===== src/rtl/enc8b10b_pkg.sv =====
// enc8b10b_pkg: symbol width, K28.5 comma constants and disparity classes shared by the 8b/10b path.
package enc8b10b_pkg;
  localparam int SYM_W = 10;
  localparam logic [SYM_W-1:0] K28_5_NEG = 10'b0011111010;
  localparam logic [SYM_W-1:0] K28_5_POS = 10'b1100000101;
  typedef enum logic [1:0] {DISP_NEUTRAL, DISP_POS, DISP_NEG, DISP_BAD} disp_t;
endpackage


===== src/rtl/sym_disp.sv =====
// sym_disp: classifies a 10-bit symbol by ones-count (5 neutral, 6 positive, 4 negative, else bad).
module sym_disp
  import enc8b10b_pkg::*;
(
  input  logic [SYM_W-1:0] sym,
  output disp_t            disp
);
  logic [3:0] ones;
  always_comb begin
    ones = '0;
    for (int i = 0; i < SYM_W; i++) ones = ones + {3'b0, sym[i]};
    disp = ones == 4'd5 ? DISP_NEUTRAL :
           ones == 4'd6 ? DISP_POS :
           ones == 4'd4 ? DISP_NEG : DISP_BAD;
  end
endmodule


===== src/rtl/ser10b_tx.sv =====
// ser10b_tx: 10b symbol serializer, MSB (a) first, with one-entry hold, comma idle insertion
// and running-disparity tracking fed back to the encoder.
module ser10b_tx
  import enc8b10b_pkg::*;
#(
  parameter int SYM_W   = 10,
  parameter bit IDLE_EN = 1'b1
) (
  input  logic             clk,
  input  logic             rst_n,
  input  logic [SYM_W-1:0] sym_in,
  input  logic             sym_valid,
  output logic             sym_ready,
  output logic             ser_out,
  output logic             sym_start,
  output logic             is_idle,
  output logic             rd_out,
  output logic             disp_err
);
  logic [SYM_W-1:0] shreg, hold, nxt, idle_sym;
  logic [3:0] bit_cnt;
  logic hold_full, rd, idle_q, err_q;
  logic load, xfer, use_idle, upd;
  disp_t disp;
  assign load      = bit_cnt == 4'd9;
  assign sym_ready = !hold_full || load;
  assign xfer      = sym_valid && sym_ready;
  assign use_idle  = !hold_full && !sym_valid;
  assign idle_sym  = !IDLE_EN ? '0 : rd ? K28_5_POS : K28_5_NEG;
  assign nxt       = hold_full ? hold : sym_valid ? sym_in : idle_sym;
  // the all-zero filler is not a real symbol, so it must not touch disparity state
  assign upd       = !(use_idle && !IDLE_EN);
  sym_disp u_disp (.sym(nxt), .disp(disp));
  always_ff @(posedge clk or negedge rst_n) begin
    if (!rst_n) begin
      shreg     <= '0;
      hold      <= '0;
      bit_cnt   <= 4'd9;
      hold_full <= 1'b0;
      rd        <= 1'b0;
      idle_q    <= 1'b0;
      err_q     <= 1'b0;
    end else if (load) begin
      shreg     <= nxt;
      bit_cnt   <= 4'd0;
      idle_q    <= use_idle;
      hold_full <= hold_full && sym_valid;
      if (hold_full && sym_valid) hold <= sym_in;
      if (upd) begin
        rd    <= disp == DISP_POS ? 1'b1 : disp == DISP_NEG ? 1'b0 : rd;
        err_q <= err_q || disp == DISP_BAD;
      end
    end else begin
      shreg   <= {shreg[SYM_W-2:0], 1'b0};
      bit_cnt <= bit_cnt + 4'd1;
      if (xfer) begin
        hold      <= sym_in;
        hold_full <= 1'b1;
      end
    end
  end
  assign ser_out   = shreg[SYM_W-1];
  assign sym_start = bit_cnt == 4'd0;
  assign is_idle   = idle_q;
  assign rd_out    = rd;
  assign disp_err  = err_q;
endmodule


===== config.mk =====
export PLATFORM = sky130hd
export DESIGN_NAME = ser10b_tx
export DESIGN_NICKNAME = d
export VERILOG_FILES = /design/src/rtl/enc8b10b_pkg.sv /design/src/rtl/sym_disp.sv /design/src/rtl/ser10b_tx.sv
export SDC_FILE = /design/constraint.sdc
export NUM_CORES = 1
export LEC_CHECK = 0
export CORE_UTILIZATION = 30
export DETAILED_ROUTE_END_ITERATION = 6
export PLACE_DENSITY = 0.56
export SLEW_MARGIN = 25
export SYNTH_ARGS = -nofsm -noshare
export SYNTH_HDL_FRONTEND = slang
export SYNTH_SLANG_ARGS = --single-unit

===== constraint.sdc =====
create_clock -name clk -period 6.25 [get_ports clk]
set_clock_uncertainty 0.2 [all_clocks]
set_input_delay 1.25 -clock clk [delete_from_list [all_inputs] [get_ports clk]]
set_output_delay 1.25 -clock clk [all_outputs]
set_load 0.05 [all_outputs]

==> results of run 1 <==
## power groups by stage
stage	clock (µW)	sequential, µW	combinational [µW]
6_report	99.4	206	238
5_1_grt	113	209	278
2_1_floorplan	0	220	169
3_5_place_dp	0	210	245
3_3_place_gp	0	210	231
4_1_cts	105	207	246
## cells in the mapped netlist
master / instances / area share (%)
nand3_4: 1 / 1.2
or2_1: 1 / 0.41
nand2_1: 18 / 4.5
nor3_1: 2 / 0.66
or2_2: 1 / 0.41
a22o_1: 1 / 0.58
ha_1: 5 / 4.1
dfstp_2: 2 / 3.5
o21ai_0: 14 / 4.6
clkbuf_1: 3 / 0.74
nor2b_1: 6 / 2.5
a211o_1: 3 / 1.7
a21oi_1: 10 / 3.3
buf_2: 2 / 0.66
mux2i_1: 2 / 1.3
dfrtp_1: 26 / 43
nor2_1: 1 / 0.25
o21bai_1: 1 / 0.50
nor4_1: 2 / 0.83
xnor2_1: 1 / 0.58
nand4bb_4: 1 / 1.8
nor3b_1: 1 / 0.50
mux2_2: 14 / 10
inv_1: 12 / 3.0
o31ai_1: 2 / 0.99
fa_1: 6 / 7.9
## cell type report
type / instances / area, µm²
Timing Repair Buffer: 21 / 202.7
Sequential cell: 28 / 703.2
Multi-Input combinational cell: 93 / 743.2
Inverter: 12 / 45.04
Clock buffer: 4 / 45.04
Tap cell: 67 / 83.83
Fill cell: 473 / 2963
## routing by layer
metal	routed length (µm)	share of wire, %	vias up
li1	-	-	507
met5	0	0	-
met1	1243	45	508
met2	1342	49	22
met4	30	1.1	0
met3	120	4.4	4
## kinds of logic (layout without fill, tap and decap cells)
family                   count (synthesis)  count (layout)  share of synthesized area, %
AO/OA/AOI/OAI                           31              31                         11.75
XOR/XNOR                                 1               1                        0.5791
AND/OR/NAND/NOR                         34              34                         12.99
buffers and inverters                   17              37                         4.384
flip-flops                              28              28                         46.48
adder cells (fa/ha/maj)                 11              11                         12.08
multiplexers                            16              16                         11.75
## worst reg2reg max path: cells and delay by family, from the launching register on
kind,cells,cell delay [ps]
buf+inv,3,180
fa+ha+maj,6,2310
mux,1,230
compound gates,2,390
simple gates,2,450
flops,1,750
## metrics by stage
step                      util [%]  hold slack, ps
final                        38.09           258.4
after global routing         38.09           291.4
after CTS                    38.09           265.3
after detailed placement     37.15           240.9
after global placement       37.15           235.8
after floorplan                  -           225.7
## sequential cells by signal, summed over array words and instances (netlist names)
name / flops
hold: 10
shreg: 10
bit_cnt: 4
disp_err: 1
hold_full: 1
is_idle: 1
rd_out: 1
## worst max path at each step
stage	from	to	slack, ps	depth (start not counted)
2_1_floorplan	sym_valid	rd_out	1210	16
3_3_place_gp	sym_valid	rd_out	480	16
3_5_place_dp	sym_valid	rd_out	370	16
4_1_cts	sym_valid	rd_out	640	16
5_1_grt	sym_valid	rd_out	330	16
6_report	sym_valid	rd_out	660	17
==> impl_metrics.toml, run 1 <==
[outcome]
status = "complete, no violations"

[floorplan]
dieArea_um2 = 5330
rows = 25
io_pins = 19
core_um2 = 4786
die_w_um = 73.01
start_util_pct = 31.61
die_h_um = 73.01

[run]
drv_cap = 0

[grt]
grt_pass1_wl_mm = 4.685
antenna_found_initial = 0
grtUsageMet3_pct = 3.315
grt_busiest_layer = "met2"
track_usage_pct = 11.66
met2_usage_pct = 18.93
grt_max_degree = 29
grt_pass1_vias = 997
met1_usage_pct = 15.14
globalRouteOverflowTotal = 0

[yosys]
synth.distinct_cells = 26
synth-seq-area-share_pct = 46.48
yosysWarnings = 0
netlist_instances = 138
syn_area_um2 = 1513
ys_ff_latch = 28
syn-mean-instance-area_um2 = 10.96
postSynthNetCount = 162

[placement]
place_ws_ps = 366.2
portBuffers = 18
routabilityCongestion = 0.7670
placedCellCount = 221
place_hpwl_mm = 2.116
placed_area_um2 = 1778

[setup_path]
crit_buf_inv = 4
ff2ff_path_depth = 14
cpLargestDelayFamily = "adder cells"
path_common_cell = "fa_1"
timing.rr.end = "rd_out"
r2r_start = "hold_full"
timing.critical_path.fanout_max = 8
path_cells = "clkdlybuf4s50_1 > nor2_1 > a21oi_1 > o21ai_0 > ha_1 > inv_1 > fa_1 > fa_1 > fa_1 > inv_1 > fa_1 > inv_1 > fa_1 > nor3b_1 > a21oi_1 > nor4_1 > mux2i_1"
critPathRequiredTime_ps = 6250
crit_arrival_ps = 5590
critical_path.max_stage_delay_ps = 570
worstSetupStartpointType = "input pin"
r2r_slack_ps = 1690
crit_type = "input pin to flip-flop"
cp-end-kind = "flip-flop"
worst_path_max_delay_cell = "clkdlybuf4s50_1"

[clocking]
clock_latency_ps = 270
post_cts_buffers = 0
cts_tree = "done"
path_clk_slew_ps = 90
cts.sinks = 28
cts_buffer_depth = 2
cts_buffers = 3
cts_root_buffer = "clkbuf_8"
htreeDepth = 1
postCtsResizedCells = 0
hold_buffers = 0

[timing]
maxSlewHeadroom_pct = 58.58
hold_viol = 0
worstMarginPinSlew_ps = 621.3
rsz0062_at_grt = "false"
fmax_mhz = 179.0
finalCriticalPeriod_ps = 5587
fin_crit_sh_pct = 89.39
finalMaxSlewViolations = 0
layout_setup_ws_ps = 662.9
setup_viol = 0
tns_ps = 0

[routing]
wire_per_inst_um = 12.16
antenna_left = 0
avgViaCountPerCell = 4.627
dr.first_iter.drc_count = 24
wl_mm = 2.736
first_pass_iters = 4
vias = 1041
route.detailed.drc = 0

[pwr]
switching_power_uw = 188.9
power_uw = 544.2
p_sw_share_pct = 34.71
p_leak_uw = 0.0008063
p_seq_share_pct = 37.9
power.density_nw_per_um2 = 298.5
power_frac_clock_pct = 18.3
internal-power_uw = 355.3
combPwrFrac_pct = 43.8
ir_drop_v = 0.0001624

[worst_hold_path]
holdPathStages = 2
hp-start = "shreg[5]"
hp-class = "flip-flop to flip-flop"
min_to = "shreg[6]"

[final_layout]
drive_gt1_share_pct = 15.82
layout_common_cells = "dfrtp_1, nand2_1, clkdlybuf4s50_1"
final_common_cell = "dfrtp_1"
n_antenna_cell = 0
fin_cells = 225
fin_nets = 183
design_area_um2 = 1823
syn_to_final_growth_pct = 20.51
Note: power is estimated with default switching activity, not from simulation.
==> inputs of run 2 (changes only) <==
--- a/config.mk
+++ b/config.mk
@@ -6,6 +6,7 @@
 export NUM_CORES = 1
 export LEC_CHECK = 0
 export CORE_UTILIZATION = 30
+export CTS_BUF_LIST = sky130_fd_sc_hd__clkbuf_16
 export DETAILED_ROUTE_END_ITERATION = 6
 export PLACE_DENSITY = 0.56
 export SLEW_MARGIN = 25
==> impl_metrics.toml, run 2 (synthesis results as in run 1) <==
[outcome]
status = "complete, no violations"

[grt]
grtUsageMet3_pct = 3.315
grt_max_degree = 29
antenna_found_initial = 0
met2_usage_pct = 19.44
grt_pass1_vias = 994
grt_pass1_wl_mm = 4.698
grt_busiest_layer = "met2"
met1_usage_pct = 14.96
track_usage_pct = 11.75
globalRouteOverflowTotal = 0

[clocking]
cts_root_buffer = "clkbuf_16"
cts.sinks = 28
postCtsResizedCells = 0
post_cts_buffers = 0
cts_buffer_depth = 2
htreeDepth = 1
hold_buffers = 0
cts_tree = "done"
path_clk_slew_ps = 60
clock_latency_ps = 260
cts_buffers = 3

[setup_path]
path_common_cell = "fa_1"
crit_arrival_ps = 5600
path_cells = "clkdlybuf4s50_1 > nor2_1 > a21oi_1 > o21ai_0 > ha_1 > inv_1 > fa_1 > fa_1 > fa_1 > inv_1 > fa_1 > inv_1 > fa_1 > nor3b_1 > a21oi_1 > nor4_1 > mux2i_1"
crit_type = "input pin to flip-flop"
cpLargestDelayFamily = "adder cells"
worstSetupStartpointType = "input pin"
critPathRequiredTime_ps = 6230
cp-end-kind = "flip-flop"
crit_buf_inv = 4
worst_path_max_delay_cell = "clkdlybuf4s50_1"
timing.critical_path.fanout_max = 8
critical_path.max_stage_delay_ps = 570

[run]
drv_cap = 0

[floorplan]
core_um2 = 4786
rows = 25
dieArea_um2 = 5330
io_pins = 19
die_h_um = 73.01
start_util_pct = 31.61
die_w_um = 73.01

[final_layout]
postLayoutCoreUtil_pct = 38.80
fin_nets = 183
reg_top3 = "hold: 10 flops, shreg: 10 flops, bit_cnt: 4 flops"
drive_gt1_share_pct = 15.82
n_antenna_cell = 0
syn_to_final_growth_pct = 22.75
layout_common_cells = "dfrtp_1, nand2_1, clkdlybuf4s50_1"
final_common_cell = "dfrtp_1"

[routing]
wl_mm = 2.754
dr.first_iter.drc_count = 31
antenna_left = 0
wire_per_inst_um = 12.24
first_pass_iters = 4
route.detailed.drc = 0
avgViaCountPerCell = 4.618
vias = 1039

[pwr]
ir_drop_v = 0.0001660
p_leak_uw = 0.0008259
p_seq_share_pct = 35.2
power.density_nw_per_um2 = 316.0
combPwrFrac_pct = 40.8
switching_power_uw = 191.1
internal-power_uw = 395.6
power_frac_clock_pct = 24.0
p_sw_share_pct = 32.58

[placement]
portBuffers = 18
routabilityCongestion = 0.7670
place_hpwl_mm = 2.116

[timing]
finalCriticalPeriod_ps = 5618
timing.hold.ws_ps = 250.8
rsz0062_at_grt = "false"
tns_ps = 0
setup_viol = 0
maxSlewHeadroom_pct = 60.63
finalMaxSlewViolations = 0
worstMarginPinSlew_ps = 590.6
hold_viol = 0
fin_crit_sh_pct = 89.89
fmax_mhz = 178.0

[worst_hold_path]
hp-class = "flip-flop to flip-flop"
==> run 2: metal layers <==
layer,up-vias,wire length (µm)
met2,20,1354
met5,-,0
met3,4,108
met1,505,1259
li1,510,-
met4,0,32
==> run 2: worst min-delay path, delay by kind of cell, from the launching register on <==
kind,cells,cell delay (ps)
AO/OA/AOI/OAI,1,60
flip-flops,1,320
AND/OR/NAND/NOR,1,40
==> run 2: power groups by stage <==
stage	clock network (µW)	registers, µW	logic, µW
finish	141	207	240
global route	155	209	279
CTS	149	207	247
detailed placement	0	210	245
global placement	0	210	231
floorplan	0	220	169
==> run 2: final timing paths <==
kind / to / slack [ps] / cells past startpoint / from
max reg2reg: rd_out / 1710 / 14 / hold_full
min in group asynchronous: shreg[7] / 1160 / 2 / rst_n
max: rd_out / 630 / 17 / sym_valid
min: shreg[4] / 250 / 2 / shreg[3]
min reg2reg: shreg[4] / 250 / 2 / shreg[3]
max in group asynchronous: bit_cnt[0] / 4380 / 2 / rst_n
==> run 2: area by class of cell <==
type	count	area, µm²
fill	467	2929
multi-input combinational	93	743.2
sequential	28	703.2
timing repair buffer	21	202.7
tap	67	83.83
clock buffer	3	75.07
inverter	12	45.04
clock inverter	1	3.754
==> run 2: through the flow <==
step                instance area, µm²  std cells  power (µW)  setup slack (ps)
floorplan                         1513        138       388.7              1208
global placement                  1778        221       441.1             480.0
detailed placement                1778        221       455.0             366.2
CTS                               1857        225       603.0             600.2
global route                      1857        225       643.1             279.1
finish                            1857        225       586.7             632.0
==> inputs of run 3 (changes only) <==
--- a/config.mk
+++ b/config.mk
@@ -5,10 +5,12 @@
 export SDC_FILE = /design/constraint.sdc
 export NUM_CORES = 1
 export LEC_CHECK = 0
+export CELL_PAD_IN_SITES_DETAIL_PLACEMENT = 1
+export CELL_PAD_IN_SITES_GLOBAL_PLACEMENT = 2
 export CORE_UTILIZATION = 30
 export CTS_BUF_LIST = sky130_fd_sc_hd__clkbuf_16
 export DETAILED_ROUTE_END_ITERATION = 6
-export PLACE_DENSITY = 0.56
+export PLACE_DENSITY = 0.76
 export SLEW_MARGIN = 25
 export SYNTH_ARGS = -nofsm -noshare
 export SYNTH_HDL_FRONTEND = slang
==> impl_metrics.toml, run 3 (synthesis results as in run 1) <==
[setup_path]
critPathRequiredTime_ps = 6230
path_cells = "clkdlybuf4s50_1 > nor2b_1 > a21oi_1 > o21ai_0 > ha_1 > inv_1 > fa_1 > fa_1 > fa_1 > inv_1 > fa_1 > inv_1 > fa_1 > nor3b_1 > a21oi_1 > nor4_1 > mux2i_1"
worst_path_max_delay_cell = "clkdlybuf4s50_1"
crit_arrival_ps = 5790
path_common_cell = "fa_1"
cp-end-kind = "flip-flop"
timing.critical_path.fanout_max = 9
worstSetupStartpointType = "input pin"
critical_path.max_stage_delay_ps = 580
crit_type = "input pin to flip-flop"

[pwr]
power.density_nw_per_um2 = 326.4
p_leak_uw = 0.0008259
ir_drop_v = 0.0001381
power_uw = 606.0

[routing]
route.detailed.drc = 0
vias = 1061
first_pass_iters = 3
wire_per_inst_um = 14.12
avgViaCountPerCell = 4.716
wl_mm = 3.176
dr.first_iter.drc_count = 71
antenna_left = 0

[floorplan]
core_um2 = 4786
die_h_um = 73.01
rows = 25
dieArea_um2 = 5330
start_util_pct = 31.61
io_pins = 19
die_w_um = 73.01

[final_layout]
reg_top3 = "hold: 10 flops, shreg: 10 flops, bit_cnt: 4 flops"
syn_to_final_growth_pct = 22.75
fin_nets = 183
fill_cells = 538
fin_cells = 225
final_common_cell = "dfrtp_1"
n_antenna_cell = 0
layout_common_cells = "dfrtp_1, nand2_1, clkdlybuf4s50_1"
drive_gt1_share_pct = 15.82

[clocking]
cts.sinks = 28
clock_latency_ps = 260
post_cts_buffers = 0
cts_buffer_depth = 2
cts_tree = "done"
hold_buffers = 0
htreeDepth = 1
cts_buffers = 3
postCtsResizedCells = 0
cts_root_buffer = "clkbuf_16"
path_clk_slew_ps = 60

[placement]
place_hpwl_mm = 2.432
routabilityCongestion = 0.7143
place_ws_ps = 241.0
placedCellCount = 221
portBuffers = 18

[timing]
maxSlewHeadroom_pct = 57.77
fmax_mhz = 172.2
finalCriticalPeriod_ps = 5809
setup_viol = 0
worstMarginPinSlew_ps = 633.4
hold_viol = 0
tns_ps = 0
layout_setup_ws_ps = 441.2
rsz0062_at_grt = "false"
fin_crit_sh_pct = 92.94
finalMaxSlewViolations = 0

[grt]
grt_pass1_wl_mm = 5.616
globalRouteOverflowTotal = 0
grt_max_degree = 29
antenna_found_initial = 0
grt_pass1_vias = 1191
track_usage_pct = 13.84

[worst_hold_path]
hp-class = "flip-flop to flip-flop"

[outcome]
status = "complete, no violations"

[run]
drv_cap = 0
[run 3: cell counts in the layout (fill, tap and decap cells not counted)]
No cell type changed its count.
[run 3: area by class of cell]
type	instances	area (µm²)	area share [%]
inverters	12	45.04	2.426
multi-input cells	93	743.2	40.03
flip-flops and latches	28	703.2	37.87
clock buffers	3	75.07	4.043
well taps	67	83.83	4.515
clock inverters	1	3.754	0.2022
repair buffers	21	202.7	10.92
[run 3: final timing paths]
| kind | startpoint | to | cells past startpoint | slack, ps |
|---|---|---|---|---|
| worst max-delay path | sym_valid | rd_out | 17 | 440 |
| worst min-delay path | shreg[7] | shreg[8] | 2 | 260 |
| worst max register to register | hold_full | rd_out | 14 | 1500 |
| worst min register to register | shreg[7] | shreg[8] | 2 | 260 |
| max in group asynchronous | rst_n | bit_cnt[0] | 2 | 4360 |
| min in group asynchronous | rst_n | hold[1] | 2 | 1160 |
[run 3: metal layers]
layer  up-vias  global-route usage [%]  share of wire (%)
li1        511                       -                  -
met1       522                   17.53                 44
met2        19                   23.56                 50
met3         9                   2.210                2.7
met4         0                   5.447                3.0
met5         -                       0                  0
[run 3: worst max-delay path: cells and delay by family]
kind / cells / cell delay, ps
AOI/OAI and AO/OA: 3 / 480
adders and majority gates: 6 / 2290
buffers and inverters: 4 / 780
muxes: 1 / 230
and+or+nand+nor: 3 / 760
[run 3: metrics by stage]
step | cell area [µm²] | hold WS (ps) | util [%]
after global routing | 1857 | 293.4 | 38.80
after floorplan | 1513 | 225.7 | -
after global placement | 1778 | 233.3 | 37.15
after CTS | 1857 | 260.7 | 38.80
final | 1857 | 256.8 | 38.80
after detailed placement | 1778 | 243.4 | 37.15
[run 3: power by group]
group	total [µW]	switching, µW	internal, µW	leakage [µW]
Combinational	254	138	116	0.000436
Clock	144	58.7	85.7	0.0000423
Sequential	208	10.7	197	0.000347
==> RTL change (settings of run 1) <==
Register the output `disp_err` once more, cleared by the reset; this adds one clock of latency there. The other outputs are not delayed to match.
--- a/src/rtl/ser10b_tx.sv
+++ b/src/rtl/ser10b_tx.sv
@@ -63,6 +63,12 @@
   assign sym_start = bit_cnt == 4'd0;
   assign is_idle   = idle_q;
   assign rd_out    = rd;
-  assign disp_err  = err_q;
+  always_ff @(posedge clk or negedge rst_n) begin
+    if (!rst_n) begin
+      disp_err <= '0;
+    end else begin
+      disp_err <= err_q;
+    end
+  end
 endmodule
 
Behaviour: not the same (a bounded check fails within 4 cycles, from zero or initial values and one cycle with rst_n low).
==> RTL change against run 1 <==
  * Sequential cell count grew 1
  * Global-route usage grew 0.47 points
  * Cell area grew 3.3%
  * Power grew 10%
  * Critical path depth is the same
  * Wire length grew 5.2%
  * Sequential share of layout area grew 0.099 points
  * Worst setup slack lost 0.12 ns
  * Area after synthesis grew 1.7%
  * Largest cell class unchanged
==> RTL change: results (changes against run 1) <==
* Slew headroom at 0.608 (was 0.586)
* Iteration-0 DRC count of the detailed router at 37 (was 24)
* Routed vias at 1,068 (was 1,041)
* GR Layer Usage met1 at 0.150 (was 0.151)
* Clock transition at the registers of the reported paths at 0.06 ns (was 0.09 ns)
* Count of instances resized after the clock tree is built at 0 (unchanged)
* Sequential fraction of the synthesis area at 0.474 (was 0.465)
* Number of buffers on the longest clock path at 2 (unchanged)
* Commonest cells post-synth: dfrtp_1 (27), nand2_1 (18), mux2_2 (14), o21ai_0 (14), inv_1 (12) (was dfrtp_1 (26), nand2_1 (18), mux2_2 (14), o21ai_0 (14), inv_1 (12))
* Global-route wire length before repair at 4.75 mm (was 4.69 mm)
* Static Leak at 0.832 nW (was 0.806 nW)
* Yosys warnings at 0 (unchanged)
* Final wirelength at 2.88 mm (was 2.74 mm)
* Maximum ir drop on the vdd rail at 0.127 mV (was 0.162 mV)
* Weighted congestion at the end of routability-driven global placement at 0.762 (was 0.767)
* Met2 global-route usage at 0.191 (was 0.189)
* Estimated wirelength of the detail-placed design at 2.17 mm (was 2.12 mm)
* Maximum number of pins on one net before global-route repair at 30 (was 29)
* Worst slack, placed at 0.281 ns (was 0.366 ns)
* Filler cell count at 492 (was 473)
* Data arrival time of the critical path at 5.70 ns (was 5.59 ns)
* Global-route track usage on met3 at 0.0370 (was 0.0331)
* Post-layout worst setup margin at 0.545 ns (was 0.663 ns)
* Net count reported at finish at 186 (was 183)
* Proportion of layout cells with a drive suffix above 1 at 0.166 (was 0.158)
* Critical path peak fanout at 13 (was 8)
* Run status: complete, no violations (unchanged)
* CTS buffer count at 5 (was 3)
* Deepest level of the CTS H-tree at 2 (was 1)
* Top cells by area, synth: dfrtp_1 (44%), mux2_2 (10%), fa_1 (7.8%), o21ai_0 (4.6%), nand2_1 (4.4%) (was dfrtp_1 (43%), mux2_2 (10%), fa_1 (7.9%), o21ai_0 (4.6%), nand2_1 (4.5%))
* Vias in the first global route at 1,016 (was 997)
* Overall Global Routing Usage at 0.121 (was 0.117)
* Synthesized Nets at 163 (was 162)
## RTL change: cell types whose count changed in the layout (fill, tap and decap cells not counted)
cell / run 1 / this run
clkbuf_1: 1 / 3
clkbuf_8: 3 / 5
dfrtp_1: 26 / 27
## RTL change: worst min-delay path by stage
stage          start       end  slack [ns]  cells past startpoint
6_report       err_q  disp_err        0.18                      0
3_5_place_dp   err_q  disp_err        0.17                      0
3_3_place_gp   err_q  disp_err        0.16                      0
5_1_grt        err_q  disp_err        0.21                      0
4_1_cts        err_q  disp_err        0.18                      0
2_1_floorplan  err_q  disp_err        0.15                      0
## RTL change: cell families (layout without fill, tap and decap cells)
| logic type | after synthesis | in the layout | synth area share |
|---|---|---|---|
| compound gates | 31 | 31 | 0.116 |
| xor+xnor | 1 | 1 | 0.00570 |
| flops | 29 | 29 | 0.474 |
| mux | 16 | 16 | 0.116 |
| fa+ha+maj | 11 | 11 | 0.119 |
| simple gates | 34 | 34 | 0.128 |
| buf+inv | 17 | 41 | 0.0431 |
## RTL change: where the power goes
group / internal [mW] / switching [mW] / total, mW
Sequential: 0.204 / 0.0103 / 0.214
Clock: 0.0789 / 0.0673 / 0.146
Combinational: 0.113 / 0.127 / 0.240
## RTL change: routing by layer
layer  vias up  wire length [um]
met1       521              1330
met4         0                52
met5         -                 0
met3         8               123
li1        518                 -
met2        21              1370
## RTL change: area by class of cell
cell class              instances  area share
inverters                      12      0.0239
clock buffers                   8      0.0425
repair buffers                 21       0.108
flip-flops and latches         29       0.387
well taps                      67      0.0445
multi-input cells              93       0.395
## RTL change: critical path, stage by stage
cell             delay, ns
clkdlybuf4s50_1       0.63
nor2b_1               0.25
a21oi_1               0.06
o21ai_0               0.28
ha_1                  0.29
inv_1                 0.07
fa_1                  0.43
fa_1                  0.49
fa_1                  0.49
inv_1                 0.05
fa_1                  0.37
inv_1                 0.09
fa_1                  0.18
nor3b_1               0.21
a21oi_1               0.12
nor4_1                0.23
mux2i_1               0.22
## RTL change: per-stage QoR
step | area [um2] | cells | util
5_1_grt | 1880 | 230 | 0.391
6_report | 1880 | 230 | 0.391
4_1_cts | 1880 | 230 | 0.391
2_1_floorplan | 1540 | 139 | -
3_3_place_gp | 1800 | 222 | 0.374
3_5_place_dp | 1800 | 222 | 0.374
